--- src/rtl/mips24_pkg.sv ---
// Shared MIPS-24 types and constants used by the fetch stage.
package mips24_pkg;

  localparam int XLEN        = 24;
  localparam int INSTR_BYTES = 3;

  localparam logic [XLEN-1:0] PC_STEP = XLEN'(INSTR_BYTES);

  typedef struct packed {
    logic [XLEN-1:0] instr;
    logic [XLEN-1:0] pc;
  } fetch_entry_t;

  typedef enum logic {
    BOOT = 1'b0,
    RUN  = 1'b1
  } fetch_state_t;

endpackage

--- src/rtl/fetch_unit_if.sv ---
// Fetch-stage bus: instruction memory port, redirect input and decode-side valid/ready.
interface fetch_unit_if;
  import mips24_pkg::*;

  logic [XLEN-1:0] imem_addr;
  logic            imem_en;
  logic [XLEN-1:0] imem_data;
  logic            redirect_valid;
  logic [XLEN-1:0] redirect_pc;
  logic            out_valid;
  logic            out_ready;
  logic [XLEN-1:0] out_instr;
  logic [XLEN-1:0] out_pc;

  modport master (
    output imem_addr, imem_en, out_valid, out_instr, out_pc,
    input  imem_data, redirect_valid, redirect_pc, out_ready
  );

  modport slave (
    input  imem_addr, imem_en, out_valid, out_instr, out_pc,
    output imem_data, redirect_valid, redirect_pc, out_ready
  );

endinterface

--- src/rtl/fetch_fifo.sv ---
// Instruction FIFO with a registered head; flush drops every entry but lets a same-cycle pop finish.
module fetch_fifo
  import mips24_pkg::*;
#(
  parameter  int DEPTH = 4,
  localparam int AW    = $clog2(DEPTH)
) (
  input  logic         clk,
  input  logic         rst_n,
  input  logic         i_push,
  input  logic         i_pop,
  input  logic         i_flush,
  input  fetch_entry_t i_data,
  output fetch_entry_t o_head,
  output logic [AW:0]  o_count
);

  fetch_entry_t  r_mem [DEPTH];
  fetch_entry_t  r_head;
  logic [AW-1:0] r_wr_ptr, r_rd_ptr;
  logic [AW:0]   r_count;

  logic          w_wr;
  logic [AW-1:0] w_rd_next;
  logic [AW:0]   w_after_pop;

  assign w_wr        = i_push && !i_flush;
  assign w_rd_next   = r_rd_ptr + AW'(i_pop);
  assign w_after_pop = r_count - (AW+1)'(i_pop);

  // NOTE: storage has no reset; only pointers and count define validity.
  always_ff @(posedge clk) begin
    if (w_wr) r_mem[r_wr_ptr] <= i_data;
  end

  // The head register always holds what the read pointer will address next
  // cycle, so a push into an empty (or emptied) FIFO goes straight to the head.
  always_ff @(posedge clk or negedge rst_n) begin
    if (!rst_n) begin
      r_wr_ptr <= '0;
      r_rd_ptr <= '0;
      r_count  <= '0;
      r_head   <= '0;
    end else if (i_flush) begin
      r_wr_ptr <= '0;
      r_rd_ptr <= '0;
      r_count  <= '0;
    end else begin
      if (w_wr) r_wr_ptr <= r_wr_ptr + AW'(1);
      r_rd_ptr <= w_rd_next;
      r_count  <= w_after_pop + (AW+1)'(i_push);
      if (w_after_pop != '0) r_head <= r_mem[w_rd_next];
      else if (i_push)       r_head <= i_data;
    end
  end

  assign o_head  = r_head;
  assign o_count = r_count;

endmodule

--- src/rtl/fetch_unit.sv ---
// MIPS-24 fetch stage: owns the PC, issues reads under a FIFO credit limit, absorbs memory latency.
module fetch_unit
  import mips24_pkg::*;
#(
  parameter logic [XLEN-1:0] RESET_PC = 24'h000000,
  parameter int              DEPTH    = 4
) (
  input logic          clk,
  input logic          rst_n,
  fetch_unit_if.master bus
);

  localparam int          CW      = $clog2(DEPTH) + 1;
  localparam logic [CW:0] DEPTH_W = DEPTH[CW:0];

  fetch_state_t    r_state, w_state_next;
  logic [XLEN-1:0] r_pc, r_inflight_pc;
  logic            r_inflight;

  logic            w_issue, w_pop, w_push;
  logic [CW-1:0]   w_count;
  logic [CW:0]     w_occ;
  fetch_entry_t    w_push_data, w_head;

  assign w_pop       = bus.out_valid && bus.out_ready;
  assign w_push      = r_inflight && !bus.redirect_valid;
  assign w_push_data = '{instr: bus.imem_data, pc: r_inflight_pc};
  // Entries held plus the one outstanding read, less what leaves this cycle.
  assign w_occ       = {1'b0, w_count} + {{CW{1'b0}}, r_inflight} - {{CW{1'b0}}, w_pop};

  always_comb begin
    // NOTE: defaults first, so every path assigns every output (no latches).
    w_state_next = r_state;
    w_issue      = 1'b0;
    case (r_state)
      BOOT: w_state_next = RUN;
      RUN:  w_issue      = !bus.redirect_valid && (w_occ < DEPTH_W);
    endcase
  end

  // NOTE: non-blocking so every register samples pre-edge values.
  always_ff @(posedge clk or negedge rst_n) begin
    if (!rst_n) r_state <= BOOT;
    else        r_state <= w_state_next;
  end

  always_ff @(posedge clk or negedge rst_n) begin
    if (!rst_n) begin
      r_pc          <= RESET_PC;
      r_inflight_pc <= '0;
      r_inflight    <= 1'b0;
    end else if (bus.redirect_valid) begin
      r_pc       <= bus.redirect_pc;
      r_inflight <= 1'b0;
    end else begin
      r_inflight <= w_issue;
      if (w_issue) begin
        r_inflight_pc <= r_pc;
        r_pc          <= r_pc + PC_STEP;
      end
    end
  end

  fetch_fifo #(.DEPTH(DEPTH)) u_fifo (
    .clk     (clk),
    .rst_n   (rst_n),
    .i_push  (w_push),
    .i_pop   (w_pop),
    .i_flush (bus.redirect_valid),
    .i_data  (w_push_data),
    .o_head  (w_head),
    .o_count (w_count)
  );

  assign bus.imem_addr = r_pc;
  assign bus.imem_en   = w_issue;
  assign bus.out_valid = (w_count != '0);
  assign bus.out_instr = w_head.instr;
  assign bus.out_pc    = w_head.pc;

endmodule

--- src/flat_wrapper.sv ---
// flat-port wrapper written by rule: the top's interface ports become plain ports
module fetch_unit_flat import mips24_pkg::*;
#(
  parameter logic [XLEN-1:0] RESET_PC = 24'h000000,
  parameter int              DEPTH    = 4
)
  (clk, rst_n, bus_imem_addr, bus_imem_en, bus_out_valid, bus_out_instr, bus_out_pc, bus_imem_data, bus_redirect_valid, bus_redirect_pc, bus_out_ready);
  fetch_unit_if bus_i ();
  input logic clk;
  input logic rst_n;
  output wire logic [$bits(bus_i.imem_addr)-1:0] bus_imem_addr;
  output wire logic [$bits(bus_i.imem_en)-1:0] bus_imem_en;
  output wire logic [$bits(bus_i.out_valid)-1:0] bus_out_valid;
  output wire logic [$bits(bus_i.out_instr)-1:0] bus_out_instr;
  output wire logic [$bits(bus_i.out_pc)-1:0] bus_out_pc;
  input wire logic [$bits(bus_i.imem_data)-1:0] bus_imem_data;
  input wire logic [$bits(bus_i.redirect_valid)-1:0] bus_redirect_valid;
  input wire logic [$bits(bus_i.redirect_pc)-1:0] bus_redirect_pc;
  input wire logic [$bits(bus_i.out_ready)-1:0] bus_out_ready;
  assign bus_imem_addr = bus_i.imem_addr;
  assign bus_imem_en = bus_i.imem_en;
  assign bus_out_valid = bus_i.out_valid;
  assign bus_out_instr = bus_i.out_instr;
  assign bus_out_pc = bus_i.out_pc;
  assign bus_i.imem_data = bus_imem_data;
  assign bus_i.redirect_valid = bus_redirect_valid;
  assign bus_i.redirect_pc = bus_redirect_pc;
  assign bus_i.out_ready = bus_out_ready;
  fetch_unit #(.RESET_PC(RESET_PC), .DEPTH(DEPTH)) u_core (.clk(clk), .rst_n(rst_n), .bus(bus_i));
endmodule
--- config.mk ---
export PLATFORM = sky130hd
export DESIGN_NAME = fetch_unit_flat
export DESIGN_NICKNAME = d
export VERILOG_FILES = /design/src/rtl/mips24_pkg.sv /design/src/rtl/fetch_unit_if.sv /design/src/rtl/fetch_fifo.sv /design/src/rtl/fetch_unit.sv /design/src/flat_wrapper.sv
export SDC_FILE = /design/constraint.sdc
export NUM_CORES = 1
export LEC_CHECK = 0
export BUFFER_PORTS_ARGS = -buffer_cell sky130_fd_sc_hd__buf_4
export CAP_MARGIN = 25
export CELL_PAD_IN_SITES_DETAIL_PLACEMENT = 0
export CELL_PAD_IN_SITES_GLOBAL_PLACEMENT = 1
export CORE_MARGIN = 4
export CORE_UTILIZATION = 45
export CTS_CLUSTER_DIAMETER = 200
export CTS_CLUSTER_SIZE = 28
export DETAILED_ROUTE_END_ITERATION = 7
export GPL_ROUTABILITY_DRIVEN = 0
export GPL_TIMING_DRIVEN = 0
export HOLD_SLACK_MARGIN = 0.02
export PLACE_DENSITY_LB_ADDON = 0.1
export REMOVE_ABC_BUFFERS = 1
export SLEW_MARGIN = 20
export SYNTH_ARGS = -nofsm -noshare
export SYNTH_HDL_FRONTEND = slang
export SYNTH_SLANG_ARGS = --single-unit
--- constraint.sdc ---
create_clock -name clk -period 3.6 [get_ports clk]
set_clock_uncertainty 0.15 [all_clocks]
set_input_delay 0.72 -clock clk [delete_from_list [all_inputs] [get_ports clk]]
set_output_delay 0.72 -clock clk [all_outputs]
set_load 0.1 [all_outputs]
# --- Word level (Yosys, flattened, before mapping) ---
# Memories as Yosys holds them, arrays and structs flattened.
# Cells that the tools add are included.
totals:
  regBits: 105
  ramBits: 192
  input_bits: 52
  word_cells: 43
  memories: 1
mem_list:
  columns: ["memory", "words", "word_bits", "read_ports", "rd_ports_with_merged_regs", "write_ports", "line_no", "source"]
  rows:
  - ["u_core.u_fifo.r_mem", 4, 48, 1, 0, 1, "fetch_fifo.sv:18", "fetch_entry_t r_mem [DEPTH];"]
op_classes:
  addsub: 7
  order_cmp: 1
  n_mux: 12
  bitwise: 1
  reduce_logical: 12
ops:
  columns: ["op", "n"]
  rows:
  - ["$mux 48", 2]
  - ["$mux 24", 2]
  - ["$add 24x2->24 const B", 1]
  - ["$mux 2", 3]
  - ["$reduce_bool 2->1", 3]
  - ["$reduce_bool 3->1", 2]
  - ["$add 3x1->4", 1]
  - ["$logic_and 1x1->1", 4]
  - ["$lt 4x3->1 const B", 1]
  - ["$mux 1", 4]
  - ["$reduce_and 2->1", 2]
  - ["$sub 4x1->4", 1]
  - ["$add 3x1->3", 1]
  - ["$mux 3", 1]
  - ["$sub 3x1->3", 1]
  - ["$add 2x1->2", 1]
  - ["$add 2x1->2 const B", 1]
  - ["$logic_not 1->1", 1]
  - ["$not 1->1", 1]

# --- Logic depth before layout (Yosys ltp) ---
# Gate-level depths: netlist of the first run.
depth:
  word_depth: 8
  ltp_mapped: 13
  depth_no_buf: 8

# --- Cells and area by module ---
# A second synthesis of the first run with hierarchy kept.
hier_totals:
  hier_cells: 806
  area_unflattened_um2: 12243.0
by_module_without_submodules:
  columns: ["mod", "n_inst", "cells_each", "area_each_um2"]
  rows:
  - ["fetch_fifo", 1, 552, 9566.7]
  - ["fetch_unit", 1, 254, 2676.3]

# --- Least setup slack after synthesis of the first run ---
# No wires, ideal clock.
synth_path:
  kind: "input -> output"
  start: "input bus_out_ready"
  end: "output bus_imem_en"
  arrival_ps: 3037
  required_time_ps: 2730
  slack_ps: -307
  stages: 11
  path_buffers: 4
  path_cell_list: "o31a_1 buf_2 buf_1 nand2b_1 ha_1 or2_2 a311o_1 a21boi_2 and2_1 buf_4 buf_8"
synth_between:
  elab_chain_cells: 5
synth_lines:
  columns: ["element", "line_no", "source"]
  rows:
  - ["start, declared", "flat_wrapper.sv:19", "input wire logic [$bits(bus_i.out_ready)-1:0] bus_out_ready;"]
  - ["$logic_and 1x1->1", "fetch_unit.sv:25", "assign w_pop = bus.out_valid && bus.out_ready;"]
  - ["$sub 4x1->4", "fetch_unit.sv:29", "assign w_occ = {1'b0, w_count} + {{CW{1'b0}}, r_inflight} - {{CW{1'b0}}, w_pop};"]
  - ["$lt 4x3->1", "fetch_unit.sv:37", "RUN: w_issue = !bus.redirect_valid && (w_occ < DEPTH_W);"]
  - ["$logic_and 1x1->1", "fetch_unit.sv:37", null]
  - ["$mux 1", "fetch_unit.sv:35", "case (r_state)"]
  - ["end, declared", "flat_wrapper.sv:12", "output wire logic [$bits(bus_i.imem_en)-1:0] bus_imem_en;"]
# No other way between the ends.

# --- Worst setup path in the final report of the first run ---
layout_path:
  start: "register u_core.u_fifo.r_count[1], in the netlist u_core.u_fifo.o_count[1]"
  end: "output bus_imem_en"
layout_between:
  elab_chain_cells: 6
layout_lines:
  columns: ["element", "line_no", "source"]
  rows:
  - ["start, declared", "fetch_fifo.sv:21", "logic [AW:0] r_count;"]
  - ["start signal, assigned", "fetch_fifo.sv:51", "r_count <= w_after_pop + (AW+1)'(i_push);"]
  - ["parallel branches: the longest is 2 deep, another holds $add 3x1->4", null, null]
  - ["$sub 4x1->4 *", "fetch_unit.sv:29", null]
  - ["$lt 4x3->1 *", "fetch_unit.sv:37", null]
  - ["$logic_and 1x1->1 *", "fetch_unit.sv:37", null]
  - ["$mux 1 *", "fetch_unit.sv:35", null]
# Mark *: on every way between the ends.

==> flow_metrics.tcl, run 1 <==
set metrics [dict create \
    crit_fanout 3 \
    pwr-share-clk_pct 12.9 \
    criticalPathCategory "flop to primary output" \
    tightest_slew_ns 0.7790 \
    synth-edff-count 192 \
    syn_avg_cell_area_um2 14.13 \
    grt_first_pass_wirelength_mm 56.10 \
    seq_area_frac_synth_pct 62.87 \
    place.detailed.instances 1392 \
    fin_util_pct 53.83 \
    antenna_cells 0 \
    finalSetupViolCount 0 \
    initial_core_util_pct 46.02 \
    cts_num_sinks 297 \
    syn_inst 945 \
    overflow 0 \
    status "complete, no violations" \
    yosysWarnings 0 \
    max-slew-margin-rel_pct 48.03 \
    placed_cell_area_um2 14940 \
    cellPowerDensity_nw_per_um2 917.8 \
    layout_commonest_cell "edfxtp_1" \
    grt_pass1_vias 9289 \
    drtIter0Drc 807 \
    final_hold_viol_count 0 \
    wl_per_cell_um 25.06 \
    routed_wl_mm 35.89 \
    path_cells "o31a_4 > buf_16 > nand2b_4 > ha_4 > a311o_2 > a21boi_4 > and2_4 > buf_12" \
    p_seq_share_pct 34.8 \
    max_freq_ghz 0.2857 \
    ant_nets 0 \
    rsz0062_at_grt "false" \
    clk_pin_slew_ns 0.11 \
    cp_top_family "compound AO/OA/AOI/OAI gates" \
    tritoncts "yes" \
    cts_root_buf "clkbuf_16" \
    cp_slowest_cell "dfrtp_2" \
    final_cell_area_um2 15620 \
    grt_max_degree 64 \
    hpwl_mm 21.17 \
    rows 62 \
    vias 9152 \
    layout.cells.non_filler 1432 \
    cts_buffers 14 \
    clk_path_buf_depth 3 \
    required_ns 2.73 \
    cts-htree-levels 1 \
    die_width_um 180.2 \
    vias_per_cell 6.391 \
    core-area_um2 29010 \
    synth_area_um2 13350 \
    fin_hold_ws_ns 0.06614 \
    cp_num_buf_inv 2 \
    final_layout_size_suffix_gt1_share_pct 26.72 \
    hold_class "input pin to async pin" \
    ir_drop_uv 629.4 \
    syn_to_final_growth_pct 16.99 \
    period_needed_ns 3.500 \
    final_nets 1102 \
    first_pass_iters 7 \
    final_cell_mix "edfxtp_1, buf_4, dfrtp_1" \
    async_reset_ff_share_pct 35.35 \
    arrival_ns 2.63 \
    maxCapViolCount 0 \
    power.switching_mw 6.695 \
    io_buffers 125 \
    power_frac_comb_pct 52.3 \
    grt_usage_pct 21.61 \
    end_kind "primary output" \
    cp_slowest_stage_delay_ns 0.42 \
    clk_latency_ns 0.49 \
    start_kind "flop" \
    drv_slew 0 \
    finalCritPeriodShare_pct 97.22 \
    p_int_mw 7.640 \
    swShare_pct 46.70 \
    antenna_found_initial 0 \
    p_leak_nw 5.478 \
    die_y_um 180.2 \
    synth_cell_types 57 \
    ys.flop_type "edfxtp_1" \
    die_area_um2 32490 \
    drc 0 \
    ios 126 \
    synth-seq-cells 297 \
]
-- logic make-up after synthesis --
kind of cell	Yosys count	share of synthesized area (%)
flip-flops	297	62.87
AO/OA/AOI/OAI	289	18.54
AND/OR/NAND/NOR	134	5.558
buffers and inverters	104	3.383
multiplexers	82	6.851
XOR/XNOR	28	1.837
adder cells (fa/ha/maj)	10	0.9372
other	1	0.02809
-- power groups by stage --
stage | clock network [mW] | logic [mW] | registers (mW)
floorplan | 0 | 2.71 | 7.06
CTS | 1.90 | 7.46 | 4.98
finish | 1.85 | 7.50 | 4.99
global route | 2.03 | 7.94 | 5.07
detailed placement | 0 | 7.11 | 5.07
global placement | 0 | 5.90 | 5.19
-- area by class of cell --
| cell class | count | area, µm² |
|---|---|---|
| Fill cell | 2464 | 13390 |
| Sequential cell | 297 | 8404 |
| Multi-Input combinational cell | 544 | 4647 |
| Timing Repair Buffer | 173 | 1623 |
| Tap cell | 384 | 480.5 |
| Clock buffer | 23 | 405.4 |
| Inverter | 10 | 42.54 |
| Clock inverter | 1 | 16.27 |
-- routing by layer --
| layer | track usage [%] | routed length (µm) | share of wire, % |
|---|---|---|---|
| met1 | 31.54 | 16280 | 45 |
| met2 | 35.21 | 17070 | 48 |
| met5 | 0 | 0 | 0 |
| met3 | 3.088 | 2038 | 5.7 |
| met4 | 3.932 | 495 | 1.4 |
-- path summary, 6_finish.rpt --
| kind | start | endpoint | slack, ns | cells after the start |
|---|---|---|---|---|
| min | rst_n | u_core.u_fifo.o_head[3] | 0.07 | 1 |
| min reg2reg | u_core.u_fifo.o_head[47] | u_core.u_fifo.o_head[47] | 0.35 | 2 |
| min in group clk | bus_redirect_pc[6] | u_core.bus.imem_addr[6] | 0.27 | 3 |
| max in group asynchronous | rst_n | u_core.u_fifo.o_count[1] | 2.52 | 2 |
| max reg2reg | u_core.u_fifo.o_count[0] | u_core.u_fifo.o_head[35] | 0.25 | 9 |
| max | u_core.u_fifo.o_count[1] | bus_imem_en | 0.10 | 8 |
-- metrics by stage --
stage	total power, mW	TNS [ns]	setup WS (ns)
finish	14.33	0	0.1002
global route	15.04	0	0.008775
CTS	14.34	-0.07119	-0.07119
detailed placement	12.18	-12.98	-1.095
global placement	11.09	-853.68	-10.54
floorplan	9.769	-289.22	-4.169
-- sequential cells by signal (all words and copies together) (netlist names) --
| name | count |
|---|---|
| u_core.u_fifo.r_mem | 192 |
| u_core.r_state | 1 |
| u_core.u_fifo.o_count | 3 |
| u_core.r_inflight_pc | 24 |
| u_core.bus.imem_addr | 24 |
| u_core.u_fifo.o_head | 48 |
| u_core.r_inflight | 1 |
| u_core.u_fifo.r_rd_ptr | 2 |
| u_core.u_fifo.r_wr_ptr | 2 |
-- synthesized netlist by cell type (2+ instances only) --
| master | n | share of area (%) |
|---|---|---|
| a2111oi_2 | 9 | 1.0 |
| a211oi_1 | 5 | 0.28 |
| a21oi_1 | 5 | 0.19 |
| a221o_1 | 46 | 3.4 |
| a221oi_1 | 46 | 3.0 |
| a22oi_1 | 2 | 0.11 |
| and2_1 | 8 | 0.37 |
| and4_1 | 3 | 0.20 |
| buf_1 | 10 | 0.28 |
| buf_2 | 22 | 0.82 |
| buf_8 | 2 | 0.22 |
| clkbuf_1 | 58 | 1.6 |
| dfrtp_1 | 105 | 20 |
| edfxtp_1 | 192 | 43 |
| ha_1 | 10 | 0.94 |
| inv_1 | 9 | 0.25 |
| mux2_1 | 21 | 1.8 |
| mux2_2 | 54 | 4.6 |
| mux2i_1 | 7 | 0.52 |
| nand2_1 | 32 | 0.90 |
| nand2b_1 | 7 | 0.33 |
| nand3_1 | 8 | 0.30 |
| nand4_1 | 5 | 0.23 |
| nor2_1 | 8 | 0.22 |
| nor2b_1 | 6 | 0.28 |
| nor3_1 | 3 | 0.11 |
| o21ai_0 | 12 | 0.45 |
| o21ai_1 | 12 | 0.45 |
| o221ai_1 | 92 | 6.0 |
| o31ai_1 | 47 | 2.6 |
| or3_1 | 47 | 2.2 |
| xnor2_1 | 22 | 1.4 |
| xor2_1 | 6 | 0.39 |
-- repair_timing --
action | 4_1_cts | 5_1_grt
setup buffers | 12 | 4
gates resized for setup | 19 | 1
hold buffers | 0 | 0
cloned | 2 | 0
pin swaps | 4 | 4
setup endpoints to repair | 25 | 22
No activity file was read; power rests on OpenSTA's default activity.
==> inputs of run 2 (changes only) <==
--- a/config.mk
+++ b/config.mk
@@ -5,21 +5,19 @@
 export SDC_FILE = /design/constraint.sdc
 export NUM_CORES = 1
 export LEC_CHECK = 0
-export BUFFER_PORTS_ARGS = -buffer_cell sky130_fd_sc_hd__buf_4
+export BUFFER_PORTS_ARGS = -buffer_cell sky130_fd_sc_hd__buf_2
 export CAP_MARGIN = 25
 export CELL_PAD_IN_SITES_DETAIL_PLACEMENT = 0
 export CELL_PAD_IN_SITES_GLOBAL_PLACEMENT = 1
 export CORE_MARGIN = 4
 export CORE_UTILIZATION = 45
 export CTS_CLUSTER_DIAMETER = 200
-export CTS_CLUSTER_SIZE = 28
 export DETAILED_ROUTE_END_ITERATION = 7
 export GPL_ROUTABILITY_DRIVEN = 0
 export GPL_TIMING_DRIVEN = 0
 export HOLD_SLACK_MARGIN = 0.02
 export PLACE_DENSITY_LB_ADDON = 0.1
 export REMOVE_ABC_BUFFERS = 1
-export SLEW_MARGIN = 20
 export SYNTH_ARGS = -nofsm -noshare
 export SYNTH_HDL_FRONTEND = slang
 export SYNTH_SLANG_ARGS = --single-unit
==> flow_metrics.tcl, run 2 (synthesis gave the netlist of run 1 again) <==
set metrics [dict create \
    overflow 0 \
    clk_pin_slew_ns 0.06 \
    violations "negative setup slack" \
    antenna_found_initial 0 \
    vias_per_cell 6.329 \
    drc 0 \
    fin_ws_ns -0.03951 \
    max-slew-margin-rel_pct 37.25 \
    required_ns 2.73 \
    maxCapViolCount 0 \
    rrSetupSlack_ns 0.23 \
    cts_buffers 35 \
    status "complete, but fails checks" \
    vias 9291 \
    hpwl_mm 20.26 \
    cts_root_buf "clkbuf_16" \
    die_y_um 180.2 \
    layout_commonest_cell "edfxtp_1" \
    grt_first_pass_wirelength_mm 57.19 \
    clk_latency_ns 0.51 \
    wl_per_cell_um 25.01 \
    p_leak_nw 5.791 \
    initial_core_util_pct 46.02 \
    cellPowerDensity_nw_per_um2 998.5 \
    drv_slew 0 \
    tritoncts "yes" \
    ir_drop_uv 773.8 \
    drtIter0Drc 829 \
    ant_nets 0 \
    cts-htree-levels 2 \
    fin_hold_ws_ns 0.2691 \
    final_hold_viol_count 0 \
    cp-startpoint "u_core.u_fifo.o_count[1]" \
    routed_wl_mm 36.72 \
    hp-start "bus_redirect_pc[0]" \
    end_kind "primary output" \
    tightest_slew_ns 0.9412 \
    finalSetupViolCount 1 \
    finalCritPeriodShare_pct 101.1 \
    place.detailed.instances 1386 \
    syn_to_final_growth_pct 20.80 \
    core-area_um2 29010 \
    worstReg2RegStart "u_core.u_fifo.o_count[2]" \
    fillerInstances 2411 \
    grt_pass1_vias 9515 \
    ios 126 \
    largest_reg_flops 192 \
    antenna_cells 0 \
    layout.cells.non_filler 1468 \
    criticalPathCategory "flop to primary output" \
    cts_num_sinks 297 \
    die_width_um 180.2 \
    start_kind "flop" \
    rows 62 \
    final_nets 1120 \
    first_pass_iters 5 \
    grt_usage_pct 22.12 \
    crit_fanout 2 \
    rsz0062_at_grt "true" \
    max_freq_ghz 0.2748 \
    arrival_ns 2.77 \
    grt_max_degree 92 \
    place_ws_ns -1.845 \
    final_layout_size_suffix_gt1_share_pct 28.87 \
    hold_class "input pin to flop" \
    top_register "u_core.u_fifo.r_mem" \
    clk_path_buf_depth 3 \
    die_area_um2 32490 \
    io_buffers 125 \
    period_needed_ns 3.640 \
    final_cell_mix "edfxtp_1, buf_2, dfrtp_1" \
]
[run 2: cell types whose count changed in the layout (fill, tap and decap cells not counted), moves of 6 or more]
cell       change
buf_12         -6
buf_4        -127
clkinv_1       +6
clkbuf_16     +22
buf_2        +122
bufinv_16      +6
buf_16         +7
[run 2: what timing repair did]
item,4_1_cts,5_1_grt
hold endpoints to repair,25,0
hold buffers,1,0
gates cloned,3,0
pin swaps,5,1
gates resized for setup,20,1
setup endpoints to repair,32,20
buffers inserted,13,2
[run 2: worst paths after layout]
path	depth (start not counted)	to
max in group asynchronous	3	u_core.u_fifo.r_rd_ptr[0]
max reg2reg	11	u_core.u_fifo.o_head[10]
min in group asynchronous	2	u_core.u_fifo.o_head[4]
min reg2reg	2	u_core.u_fifo.o_head[47]
max	9	bus_imem_en
min	3	u_core.bus.imem_addr[0]
[run 2: power breakdown]
part	internal (mW)	switching [mW]	total, mW
logic	2.31	5.14	7.45
registers	4.40	0.534	4.93
clock network	2.38	1.35	3.72
[run 2: per-layer routing]
metal	share of wire, %	vias up	track usage, %	routed length, µm
li1	-	4157	-	-
met1	45	4743	31.45	16470
met2	46	339	35.12	17070
met3	6.5	52	4.562	2390
met4	2.2	0	5.626	792
met5	0	-	0	0
[run 2: area by class of cell]
type	count	area (µm²)	area share (%)
timing repair buffer	168	1323	8.201
tap	384	480.5	2.979
clock buffer	46	999.7	6.199
sequential	297	8406	52.12
inverter	10	43.79	0.2715
multi-input combinational	546	4648	28.82
clock inverter	17	226.5	1.404
[run 2: stage by stage]
stage	utilization (%)	instance area (µm²)	power [mW]	setup TNS, ns
after floorplan	-	12940	9.769	-289.22
after global placement	48.40	14040	10.87	-893.67
after detailed placement	50.45	14640	12.07	-34.95
after CTS	55.52	16110	16.16	-0.05242
after global routing	55.58	16130	16.83	-0.1005
final	55.58	16130	16.10	-0.03951
[run 2: critical path: stages, from the launching register on]
cell,delay [ns]
dfrtp_2,0.40
o31a_4,0.38
buf_16,0.14
nand2b_4,0.07
ha_4,0.20
a311o_2,0.41
buf_16,0.15
a21boi_4,0.15
and2_4,0.19
buf_12,0.17
==> inputs of run 3 (changes only) <==
--- a/config.mk
+++ b/config.mk
@@ -5,12 +5,13 @@
 export SDC_FILE = /design/constraint.sdc
 export NUM_CORES = 1
 export LEC_CHECK = 0
+export ABC_AREA = 1
 export BUFFER_PORTS_ARGS = -buffer_cell sky130_fd_sc_hd__buf_2
 export CAP_MARGIN = 25
 export CELL_PAD_IN_SITES_DETAIL_PLACEMENT = 0
 export CELL_PAD_IN_SITES_GLOBAL_PLACEMENT = 1
 export CORE_MARGIN = 4
-export CORE_UTILIZATION = 45
+export CORE_UTILIZATION = 42
 export CTS_CLUSTER_DIAMETER = 200
 export DETAILED_ROUTE_END_ITERATION = 7
 export GPL_ROUTABILITY_DRIVEN = 0
==> flow_metrics.tcl, run 3 <==
set metrics [dict create \
    ant_nets 0 \
    antenna_cells 0 \
    drv_slew 0 \
    maxCapViolCount 0 \
    seq_area_frac_synth_pct 64.06 \
    ctsHoldBuffers 0 \
    end_kind "primary output" \
    ios 126 \
    fillerInstances 2818 \
    worstReg2RegStart "u_core.u_fifo.o_count[1]" \
    crit_path_end "bus_imem_en" \
    tightest_slew_ns 0.9721 \
    cts_num_sinks 297 \
    overflow 0 \
    die_y_um 184.6 \
    synth_area_um2 13100 \
    reg2reg_to "u_core.u_fifo.o_head[6]" \
    use_met2_pct 31.18 \
    grt_use_met1_pct 26.48 \
    synth.area.top_cells "edfxtp_1, dfrtp_1, nand2_1, o211ai_1, inv_1" \
    synth.top_cells.by_count "nand2_1, edfxtp_1, inv_1, nor2_1, dfrtp_1" \
    synth_cell_types 25 \
    layout_commonest_cell "nand2_1" \
    layout.cells.non_filler 1877 \
    clk_pin_slew_ns 0.06 \
    setup_tns_ns 0 \
    period_needed_ns 3.433 \
    yosysWarnings 0 \
    synth-edff-count 192 \
    hpwl_mm 19.73 \
    max_freq_ghz 0.2913 \
    grtUsageMet3_pct 2.842 \
    fin_ws_ns 0.1671 \
    cts_buffers 35 \
    die_area_um2 34080 \
    hold_class "input pin to async pin" \
    first_pass_iters 4 \
    finalCritPeriodShare_pct 95.36 \
    synth_top_area_cell "edfxtp_1" \
    antenna_found_initial 0 \
    drc 0 \
    synth_top_area_share_pct 44.01 \
    max-slew-margin-rel_pct 35.04 \
    required_ns 2.73 \
    grt_pass1_vias 8854 \
    routed_wl_mm 31.47 \
    core-area_um2 30670 \
    finalSetupViolCount 0 \
    final_layout_size_suffix_gt1_share_pct 15.67 \
    cts-htree-levels 2 \
    top_register "u_core.u_fifo.r_mem" \
    drtIter0Drc 620 \
    cp-startpoint "u_core.u_fifo.o_count[1]" \
    tritoncts "yes" \
    crit_fanout 5 \
    criticalPathCategory "flop to primary output" \
    final_cell_mix "nand2_1, edfxtp_1, inv_1" \
    place_ws_ns -0.8498 \
    rows 64 \
    ff2ff_path_depth 16 \
    clk_latency_ns 0.51 \
    final_nets 1516 \
    grt_max_degree 72 \
    final_hold_viol_count 0 \
    async_reset_ff_share_pct 35.35 \
    syn_avg_cell_area_um2 9.880 \
    rrSetupSlack_ns 0.42 \
    wl_per_cell_um 16.76 \
    start_kind "flop" \
    synth-seq-cells 297 \
    vias_per_cell 4.903 \
    syn_inst 1326 \
    vias 9203 \
    busiest_layer "met2" \
    clk_path_buf_depth 3 \
    initial_core_util_pct 42.72 \
    ys.flop_type "edfxtp_1" \
    largest_reg_flops 192 \
    die_width_um 184.6 \
    status "complete, no violations" \
    arrival_ns 2.56 \
    syn_to_final_growth_pct 20.07 \
    grt_first_pass_wirelength_mm 50.29 \
    cts_root_buf "clkbuf_16" \
    io_buffers 125 \
    place.detailed.instances 1800 \
    grt_usage_pct 18.86 \
    synth_most_common_cell "nand2_1" \
]
run 3: routing by layer:
layer	vias up	share of wire, %	routed length [µm]
met5	-	0	0
met1	4333	48	14960
met2	172	47	14670
li1	4658	-	-
met4	0	1.9	611
met3	40	3.9	1225
run 3: worst max-delay path, stage by stage (launching register included):
cell and delay [ns]:
dfrtp_1 0.41, nor2_1 0.14, nand2_2 0.09, nand2_4 0.08, inv_2 0.05, nand2_1 0.05, ha_1 0.23, nand2_1 0.07
inv_1 0.04, nand4_1 0.08, nand2_1 0.07, nand2_1 0.08, nand2_2 0.06, nor2_4 0.13, nand2_4 0.07, buf_12 0.14
clkinvlp_4 0.08, buf_12 0.17
run 3: final cells by class:
cell class / instances / area [µm²] / share of cell area, %
Inverter: 155 / 585.6 / 3.722
Multi-Input combinational cell: 806 / 3866 / 24.58
Sequential cell: 297 / 8393 / 53.35
Clock inverter: 13 / 155.1 / 0.9862
Tap cell: 396 / 495.5 / 3.150
Timing Repair Buffer: 159 / 1250 / 7.946
Clock buffer: 51 / 985.9 / 6.267
run 3: how the worst min path moves through the flow:
stage | start | to | slack [ns] | cells after the start
after global placement | u_core.u_fifo.o_head[37] | u_core.u_fifo.o_head[37] | 0.31 | 2
after CTS | rst_n | u_core.u_fifo.o_head[37] | 0.05 | 1
after global routing | rst_n | u_core.u_fifo.o_head[37] | 0.07 | 1
after floorplan | rst_n | u_core.bus.imem_addr[0] | 0.27 | 0
after detailed placement | u_core.u_fifo.o_head[28] | u_core.u_fifo.o_head[28] | 0.31 | 2
final | rst_n | u_core.u_fifo.o_head[37] | 0.04 | 1
run 3: repair_timing:
item                                    CTS  global route
cloned                                    2             0
setup buffers                             3             8
gates resized for setup                  11             1
pin swaps                                 1             7
endpoints found under the setup margin   25             1
run 3: per-stage QoR:
stage               hold slack, ns  util [%]  area [µm²]
floorplan                   0.2744         -       12750
global placement            0.3062     45.22       13870
detailed placement          0.3097     47.04       14430
CTS                        0.04755     51.09       15670
global route               0.07275     51.29       15730
finish                     0.03688     51.29       15730
run 3: cell families (layout without fill, tap and decap cells):
family	count (synthesis)	count (layout)	share of synthesized area, %
AOI/OAI and AO/OA	151	151	7.707
xor gates and xnor gates	11	11	0.8500
DFF	297	297	64.06
other	1	1	0.02862
and+or+nand+nor	632	633	19.25
buffers and inverters	224	378	7.143
adders and majority gates	10	10	0.9550
Power of run 3 is left out: the tool's default activity adds up to more than one toggle a clock period on the data nets, which glitch-free logic cannot reach.
